File: src/rtl/fifo_rd_stream_if.sv
// Valid/ready stream carried out of fifo_rd_stream.
// master drives data and valid; slave (the sink) drives ready.
`timescale 1ns/1ps

interface fifo_rd_stream_if #(
    parameter int BITS = 32
);
    logic            m_valid;
    logic            m_ready;
    logic [BITS-1:0] m_data;

    modport master (
        output m_valid,
        output m_data,
        input  m_ready
    );

    modport slave (
        input  m_valid,
        input  m_data,
        output m_ready
    );
endinterface

File: src/rtl/fifo_rd_stream.sv
// Read-end adapter: async-FIFO read port (1-cycle registered data) to valid/ready stream.
// Optional statistics counters are enabled with `define FIFO_RD_STREAM_STATS_EN.
`timescale 1ns/1ps

module fifo_rd_stream #(
    parameter int BITS = 32
) (
    input  logic            rd_clk,
    input  logic            rd_rst_n,
    output logic            fifo_rd_en,
    input  logic [BITS-1:0] fifo_rd_data,
    input  logic            fifo_rd_empty,
    fifo_rd_stream_if.master m,
    input  logic            flush,
    output logic            flush_done
`ifdef FIFO_RD_STREAM_STATS_EN
    ,
    output logic [31:0]     stat_words,
    output logic [31:0]     stat_stall
`endif
);

    typedef enum logic {
        RUN   = 1'b0,
        DRAIN = 1'b1
    } state_t;

    state_t          state_q, state_d;
    logic [1:0]      count_q, count_d;
    logic [1:0]      head_q, head_d;
    logic [1:0]      tail_q, tail_d;
    logic            pending_q;
    logic            flush_done_q;
    logic [BITS-1:0] buf_q [3];

    logic            m_valid_int;
    logic            push;
    logic            pop;
    logic            rd_accept;
    logic            drain_exit;

    function automatic logic [1:0] ptr_inc(input logic [1:0] p);
        return (p == 2'd2) ? 2'd0 : p + 2'd1;
    endfunction

    // The read request looks only at registered occupancy, so m_ready never
    // reaches fifo_rd_en combinationally; three entries cover the round trip.
    always_comb begin
        // NOTE: every output of this block gets a default first so no path
        // leaves a signal unassigned (which would infer a latch).
        state_d     = state_q;
        count_d     = count_q;
        head_d      = head_q;
        tail_d      = tail_q;
        push        = 1'b0;
        pop         = 1'b0;
        drain_exit  = 1'b0;
        fifo_rd_en  = 1'b0;
        m_valid_int = 1'b0;

        unique case (state_q)
            RUN: begin
                m_valid_int = (count_q != 2'd0);
                fifo_rd_en  = !fifo_rd_empty &&
                              (({1'b0, count_q} + {2'b00, pending_q}) < 3'd3);
                pop         = m_valid_int && m.m_ready;
                push        = pending_q && !flush;

                if (flush) begin
                    state_d = DRAIN;
                    count_d = 2'd0;
                    head_d  = tail_q;
                end else begin
                    if (push) tail_d = ptr_inc(tail_q);
                    if (pop)  head_d = ptr_inc(head_q);
                    unique case ({push, pop})
                        2'b10:   count_d = count_q + 2'd1;
                        2'b01:   count_d = count_q - 2'd1;
                        default: count_d = count_q;
                    endcase
                end
            end

            DRAIN: begin
                fifo_rd_en = !fifo_rd_empty;
                if (fifo_rd_empty && !pending_q) begin
                    drain_exit = 1'b1;
                    state_d    = RUN;
                end
            end

            default: state_d = RUN;
        endcase

        if (!rd_rst_n) fifo_rd_en = 1'b0;
    end

    assign rd_accept   = fifo_rd_en && !fifo_rd_empty;
    assign m.m_valid   = m_valid_int;
    assign m.m_data    = buf_q[head_q];
    assign flush_done  = flush_done_q;

    always_ff @(posedge rd_clk or negedge rd_rst_n) begin
        if (!rd_rst_n) begin
            state_q      <= RUN;
            count_q      <= 2'd0;
            head_q       <= 2'd0;
            tail_q       <= 2'd0;
            pending_q    <= 1'b0;
            flush_done_q <= 1'b0;
        end else begin
            // NOTE: sequential state uses non-blocking assignments so every
            // register samples the pre-edge values regardless of statement order.
            state_q      <= state_d;
            count_q      <= count_d;
            head_q       <= head_d;
            tail_q       <= tail_d;
            pending_q    <= rd_accept;
            flush_done_q <= drain_exit;
        end
    end

    // NOTE: the buffer is reset because m_data reads it directly and must be
    // zero out of reset; at three entries this is cheap.
    always_ff @(posedge rd_clk or negedge rd_rst_n) begin
        if (!rd_rst_n) begin
            for (int i = 0; i < 3; i++) buf_q[i] <= '0;
        end else if (push) begin
            buf_q[tail_q] <= fifo_rd_data;
        end
    end

`ifdef FIFO_RD_STREAM_STATS_EN
    // Saturating delivery and back-pressure counters; flush leaves them alone.
    always_ff @(posedge rd_clk or negedge rd_rst_n) begin
        if (!rd_rst_n) begin
            stat_words <= '0;
            stat_stall <= '0;
        end else begin
            if (m_valid_int && m.m_ready && (stat_words != 32'hFFFF_FFFF))
                stat_words <= stat_words + 32'd1;
            if (m_valid_int && !m.m_ready && (stat_stall != 32'hFFFF_FFFF))
                stat_stall <= stat_stall + 32'd1;
        end
    end
`endif

    a_no_overflow: assert property (
        @(posedge rd_clk) disable iff (!rd_rst_n) !(push && (count_q == 2'd3))
    );

endmodule

File: src/flat_wrapper.sv
// flat-port wrapper written by rule: the top's interface ports become plain ports
module fifo_rd_stream_flat 
#(
    parameter int BITS = 32
)
  (rd_clk, rd_rst_n, fifo_rd_en, fifo_rd_data, fifo_rd_empty, flush, flush_done, m_m_valid, m_m_data, m_m_ready);
  fifo_rd_stream_if #(.BITS(BITS)) m_i ();
  input  logic rd_clk;
  input  logic rd_rst_n;
  output logic fifo_rd_en;
  input  logic [BITS-1:0] fifo_rd_data;
  input  logic fifo_rd_empty;
  input  logic flush;
  output logic flush_done;
  output wire logic [$bits(m_i.m_valid)-1:0] m_m_valid;
  output wire logic [$bits(m_i.m_data)-1:0] m_m_data;
  input wire logic [$bits(m_i.m_ready)-1:0] m_m_ready;
  assign m_m_valid = m_i.m_valid;
  assign m_m_data = m_i.m_data;
  assign m_i.m_ready = m_m_ready;
  fifo_rd_stream #(.BITS(BITS)) u_core (.rd_clk(rd_clk), .rd_rst_n(rd_rst_n), .fifo_rd_en(fifo_rd_en), .fifo_rd_data(fifo_rd_data), .fifo_rd_empty(fifo_rd_empty), .m(m_i), .flush(flush), .flush_done(flush_done));
endmodule
File: config.mk
export PLATFORM = sky130hd
export DESIGN_NAME = fifo_rd_stream_flat
export DESIGN_NICKNAME = d
export VERILOG_FILES = /design/src/rtl/fifo_rd_stream_if.sv /design/src/rtl/fifo_rd_stream.sv /design/src/flat_wrapper.sv
export SDC_FILE = /design/constraint.sdc
export NUM_CORES = 1
export LEC_CHECK = 0
export BUFFER_PORTS_ARGS = -buffer_cell sky130_fd_sc_hd__buf_2
export CORE_UTILIZATION = 50
export CTS_CLUSTER_SIZE = 40
export DETAILED_ROUTE_END_ITERATION = 8
export PLACE_DENSITY = 0.82
export SYNTH_ARGS = -nofsm -noshare
export SYNTH_HDL_FRONTEND = slang
export SYNTH_SLANG_ARGS = --single-unit
File: constraint.sdc
create_clock -name rd_clk -period 3 [get_ports rd_clk]
set_clock_uncertainty 0.05 [all_clocks]
set_input_delay 0.3 -clock rd_clk [delete_from_list [all_inputs] [get_ports rd_clk]]
set_output_delay 0.3 -clock rd_clk [all_outputs]
set_load 0.01 [all_outputs]
# Word level (Yosys, flattened, before mapping)
# Cells that the tools add are included.
# totals
reg_bits,105
output_inout_bits,35
wordCells,62
# op_classes
n_addsub,5
magnitude_cmp,4
n_eq_ne,4
mux,21
n_bitwise,4
n_reduce_logical,15
# op_table
op,n
$bwmux 96,1
$mux 32,3
$bmux 32 s2,1
$demux 32 s2,1
$mux 2,5
$mux 1,7
$add 2x1->2 const B,3
$eq 2x2->1 const B,3
$ge 3x3->1 const B,2
$logic_and 1x1->1,6
$not 2->3,2
$pmux 1 s2,2
$pmux 2 s2,1
$reduce_and 2->1,2
$reduce_bool 2->1,2
$add 2x1->3,1
$logic_not 1->1,3
$lt 3x1->1 const B,1
$lt 3x2->1 const B,1
$reduce_and 3->1,1
$reduce_bool 3->1,1
$eq 2x1->1 const B,1
$not 1->1,2
$sub 2x1->2 const B,1

# Depth between registers and ports, before layout
# logic_depth
depth_word,6
ltp_mapped,6

# Worst setup path before layout
# No wires, ideal clock.
# synth_path
kind,register to register
startpoint,reg u_core.pending_q
endpoint,reg u_core.buf_q[10] (netlist name)
t_arrival_ns,1.786
setup_slack_ns,1.039
stages_incl_launch_ff,6
period_less_slack_ns,1.961
cell_sequence,dfrtp_1 -> or3b_4 -> or3b_1 -> buf_6 -> buf_12 -> mux2_4
# synth_between
elab_chain_cells,2
# synth_rtl
element,line_no,text
"start, declared",fifo_rd_stream.sv:32,logic pending_q;
"start signal, assigned",fifo_rd_stream.sv:118,pending_q <= rd_accept;
$logic_and 1x1->1,fifo_rd_stream.sv:67,push = pending_q && !flush;
$mux 1,fifo_rd_stream.sv:61,unique case (state_q)
"end signal, assigned by index",fifo_rd_stream.sv:129,buf_q[tail_q] <= fifo_rd_data;
"end, declared",fifo_rd_stream.sv:34,logic [BITS-1:0] buf_q [3];
# No other way between the ends.
# A chain may end at the register's enable or synchronous reset.

# Worst setup path after layout
# layout_path
startpoint,reg u_core.head_q[1]
endpoint,out m_m_data[0]
# layout_between
elab_chain_cells,4
# layout_rtl
element,line_no,text
"start, declared",fifo_rd_stream.sv:30,"logic [1:0] head_q, head_d;"
"start signal, assigned",fifo_rd_stream.sv:107,head_q <= 2'd0;
"start signal, assigned",fifo_rd_stream.sv:116,head_q <= head_d;
$not 2->3 (implied by the code),fifo_rd_stream.sv:100,assign m.m_data = buf_q[head_q];
$bmux 32 s2,fifo_rd_stream.sv:100,
$mux 32 (implied by the code) (2 in a row),fifo_rd_stream.sv:100,
"end, declared",flat_wrapper.sv:16,output wire logic [$bits(m_i.m_data)-1:0] m_m_data;
# No other way between the ends. The select of a mux whose other input is x is not followed.

==> key figures <==
Global routing
  – Largest net degree at the start of global routing: 50
  – First-pass GRT wire length: between 15000 and 20000 microns
  – Grt ovf: 0
  – Vias in the first global route: approximately 3200
  – GR Util All Layers: 20.8%
  – Initial antenna violation count: 0

Timing
  – Final setup viols: 0
  – Fin. max-slew vios: 0
  – Fin crit period: roughly 2.6 ns
  – Tcrit/Tclk final: roughly 85%
  – Worst slew pin tran: 0.861 ns
  – Count of final hold-check violations: 0
  – Fmax: approximately 0.39 GHz
  – Fin Setup TNS: 0 ns
  – Rel. slew slack: a little over two fifths
  – RSZ-0062 raised after global routing: false

Logic synthesis
  – Top cell type's share of synthesized area: a little over half
  – Sequential element share of the synthesized area: 52.6%
  – Number of flops mapped to enable cells by yosys: 0
  – Most common cell in the synthesized netlist: dfrtp_1
  – Top cells by area, synth: dfrtp_1, mux2_4, mux2_2, mux2i_1, o21ai_0
  – Yosys reg bits: between 100 and 150
  – Synth cell types: 29
  – Synth warnings: 0
  – Post-synthesis cell count: between 300 and 400
  – Ys flop type: dfrtp_1
  – Leading area contributor after synthesis: dfrtp_1
  – Post-Syn Nets: 403
  – Mean Syn Cell Area: between 10 and 15 sq um
  – Async SR Flop Fraction: 100%
  – Post-Syn Area: ~5000 sq um
  – Post-synth top cells: dfrtp_1, mux2_4, mux2_2, nand2_1, o21ai_0

Floorplanning
  – Die Wd: between 100 and 150 microns
  – Die Footprint: just over 10000 sq um
  – Initial Util: 51.4%
  – Die Span Y: ~100 microns
  – Core Region: between 9000 and 10000 sq um
  – Ports: ~70
  – Num rows: 36

Critical path
  – Crit. End Element: primary output
  – Setup crit start kind: flop
  – CP required: approximately 2.7 ns
  – CP Max Fanout: 32
  – Setup Crit Path Kind: reg2out
  – Critical path arrival: approximately 2.2 ns

Cells and area
  – Cell area after layout: 5690 sq um
  – Nets: approximately 470
  – Area growth, synth to finish: 13.8%
  – Filler cell count: just under 800
  – Layout cells sized above 1: between 40 and 50%
  – Diodes inserted: 0

Hold path
  – Hold WC Path Type: in2reg

Drt
  – TritonRoute pass-1 iters: 6
  – Met1 WL: roughly 4800 microns
  – Initial drt markers: ~110
  – Per-cell routed wire length: around 18 microns
  – Final WL: slightly above 10000 microns
  – DR vias/cell: between 5 and 6
  – Post-route DRC violation count: 1
  – Vias: 3087
  – Antenna-violating nets left: 0
  – Metal2 WL: between 4000 and 5000 microns
  – Highest metal used: met4
  – Met3 routed WL: 333 microns

CTS
  – Total CTS buffers: 9
  – H-tree levels: 3
  – Max clock buf depth: 2
  – CTS root buf: clkbuf_8
  – TritonCTS clock tree: done
  – Clock Latency Late Sink: between 0.3 and 0.4 ns
  – Clock Sinks: approximately 110
  – Post-cts sizing count: 0
  – Clk slew on worst S/H paths: ~0.10 ns
  – Number of setup buffers added after CTS: 0

Placed design
  – RePlAce Congestion: 0.721
  – Post-DP HPWL: 6700 microns
  – IO buf count: slightly above 70
  – Post-placement cell area: roughly 5500 sq um

Run status
  – Outcome: finished with violations
  – Violated checks: DRC

Power and ir drop
  – Switching pwr: 1.81 mW
  – Switching Fraction: 33.6%
  – Worst ir drop on vdd: ~410 uV
  – Share of total power in sequential cells: approximately 44%
  – Pleak: slightly below 3 nW
  – Clk pwr share: a little under a fifth
  – Logic pwr share: roughly 38%
  – Internal power: between 3 and 4 mW
  – P per Cell Area: 945 nW/um^2

Job
  – Max cap viols: 0
-- kinds of logic (layout without fill, tap and decap cells) --
| family | after synthesis | count (layout) | share of synthesized area [%] |
|---|---|---|---|
| flip-flops | 105 | 105 | 52.6 |
| buffers and inverters | 25 | 99 | 3.56 |
| adder cells (fa/ha/maj) | 2 | 2 | 0.501 |
| multiplexers | 130 | 130 | 32.9 |
| AO/OA/AOI/OAI | 44 | 44 | 4.93 |
| AND/OR/NAND/NOR | 58 | 58 | 5.56 |
-- cell type report --
| type | instances | area, sq um | area share (%) |
|---|---|---|---|
| clock buffers | 10 | 138 | 2.42 |
| clock inverters | 6 | 91.3 | 1.61 |
| inverters | 1 | 3.75 | 0.0660 |
| multi-input cells | 234 | 2210 | 38.8 |
| flip-flops and latches | 105 | 2630 | 46.2 |
| well taps | 133 | 166 | 2.93 |
| repair buffers | 82 | 455 | 8.01 |
-- stage by stage --
stage | utilization, % | cells | hold slack, ns | setup WS (ns) | power [mW]
2_1_floorplan | - | 364 | -0.0456 | 1.04 | 3.72
3_3_place_gp | 56.0 | 554 | 0.181 | 0.637 | 4.31
3_5_place_dp | 56.0 | 554 | 0.182 | 0.589 | 4.43
4_1_cts | 58.5 | 571 | 0.0672 | 0.450 | 5.40
5_1_grt | 58.5 | 571 | 0.0763 | 0.325 | 5.70
6_report | 58.5 | 571 | 0.0778 | 0.441 | 5.38
-- worst max-delay path, stage by stage, from the launching register on --
cell	delay (ns)
dfrtp_2	0.59
nor2b_4	0.75
nand2_1	0.12
o21ai_0	0.18
buf_2	0.20
-- layout by cell type (no fill, tap or decap), types with 3 or more instances in the layout --
cell type,count
buf_2,70
buf_4,10
clkbuf_8,10
clkinvlp_4,3
dfrtp_1,104
mux2_2,37
mux2_4,59
mux2i_1,34
nand2_1,36
nor2_1,6
nor3b_1,4
o21ai_0,35
-- power groups by stage --
stage	sequential, mW	clock, mW	combinational (mW)
6_report	2.37	0.980	2.03
5_1_grt	2.44	1.05	2.22
4_1_cts	2.36	0.994	2.05
3_5_place_dp	2.38	0	2.05
3_3_place_gp	2.34	0	1.98
2_1_floorplan	2.23	0	1.49
-- state kept, by name, summed over array words and instances (netlist names) --
| name | count |
|---|---|
| u_core.head_q | 2 |
| u_core.state_q | 1 |
| u_core.count_q | 2 |
| u_core.tail_q | 2 |
| u_core.pending_q | 1 |
| u_core.buf_q | 96 |
| u_core.flush_done | 1 |
-- worst paths after layout --
path / start / to / slack [ns] / cells after the start
worst max-delay path: u_core.head_q[1] / m_m_data[0] / 0.44 / 4
worst min-delay path: fifo_rd_empty / u_core.pending_q / 0.08 / 2
worst max register to register: u_core.pending_q / u_core.buf_q[1] / 0.59 / 4
worst min register to register: u_core.buf_q[94] / u_core.buf_q[94] / 0.46 / 1
max in group asynchronous: rd_rst_n / u_core.head_q[1] / 1.62 / 3
min in group asynchronous: rd_rst_n / u_core.buf_q[37] / 0.33 / 2
-- timing repair --
item	in CTS	in global routing
endpoints found under the setup margin	0	0
hold buffers	1	0
endpoints found under the hold margin	24	0
-- layer usage --
layer  vias to the layer above  track usage, %
li1                       1420               -
met1                      1580            29.2
met2                        69            32.6
met3                        18            2.94
met4                         0            8.46
met5                         -               0
Power figures use the tool's default switching activity.
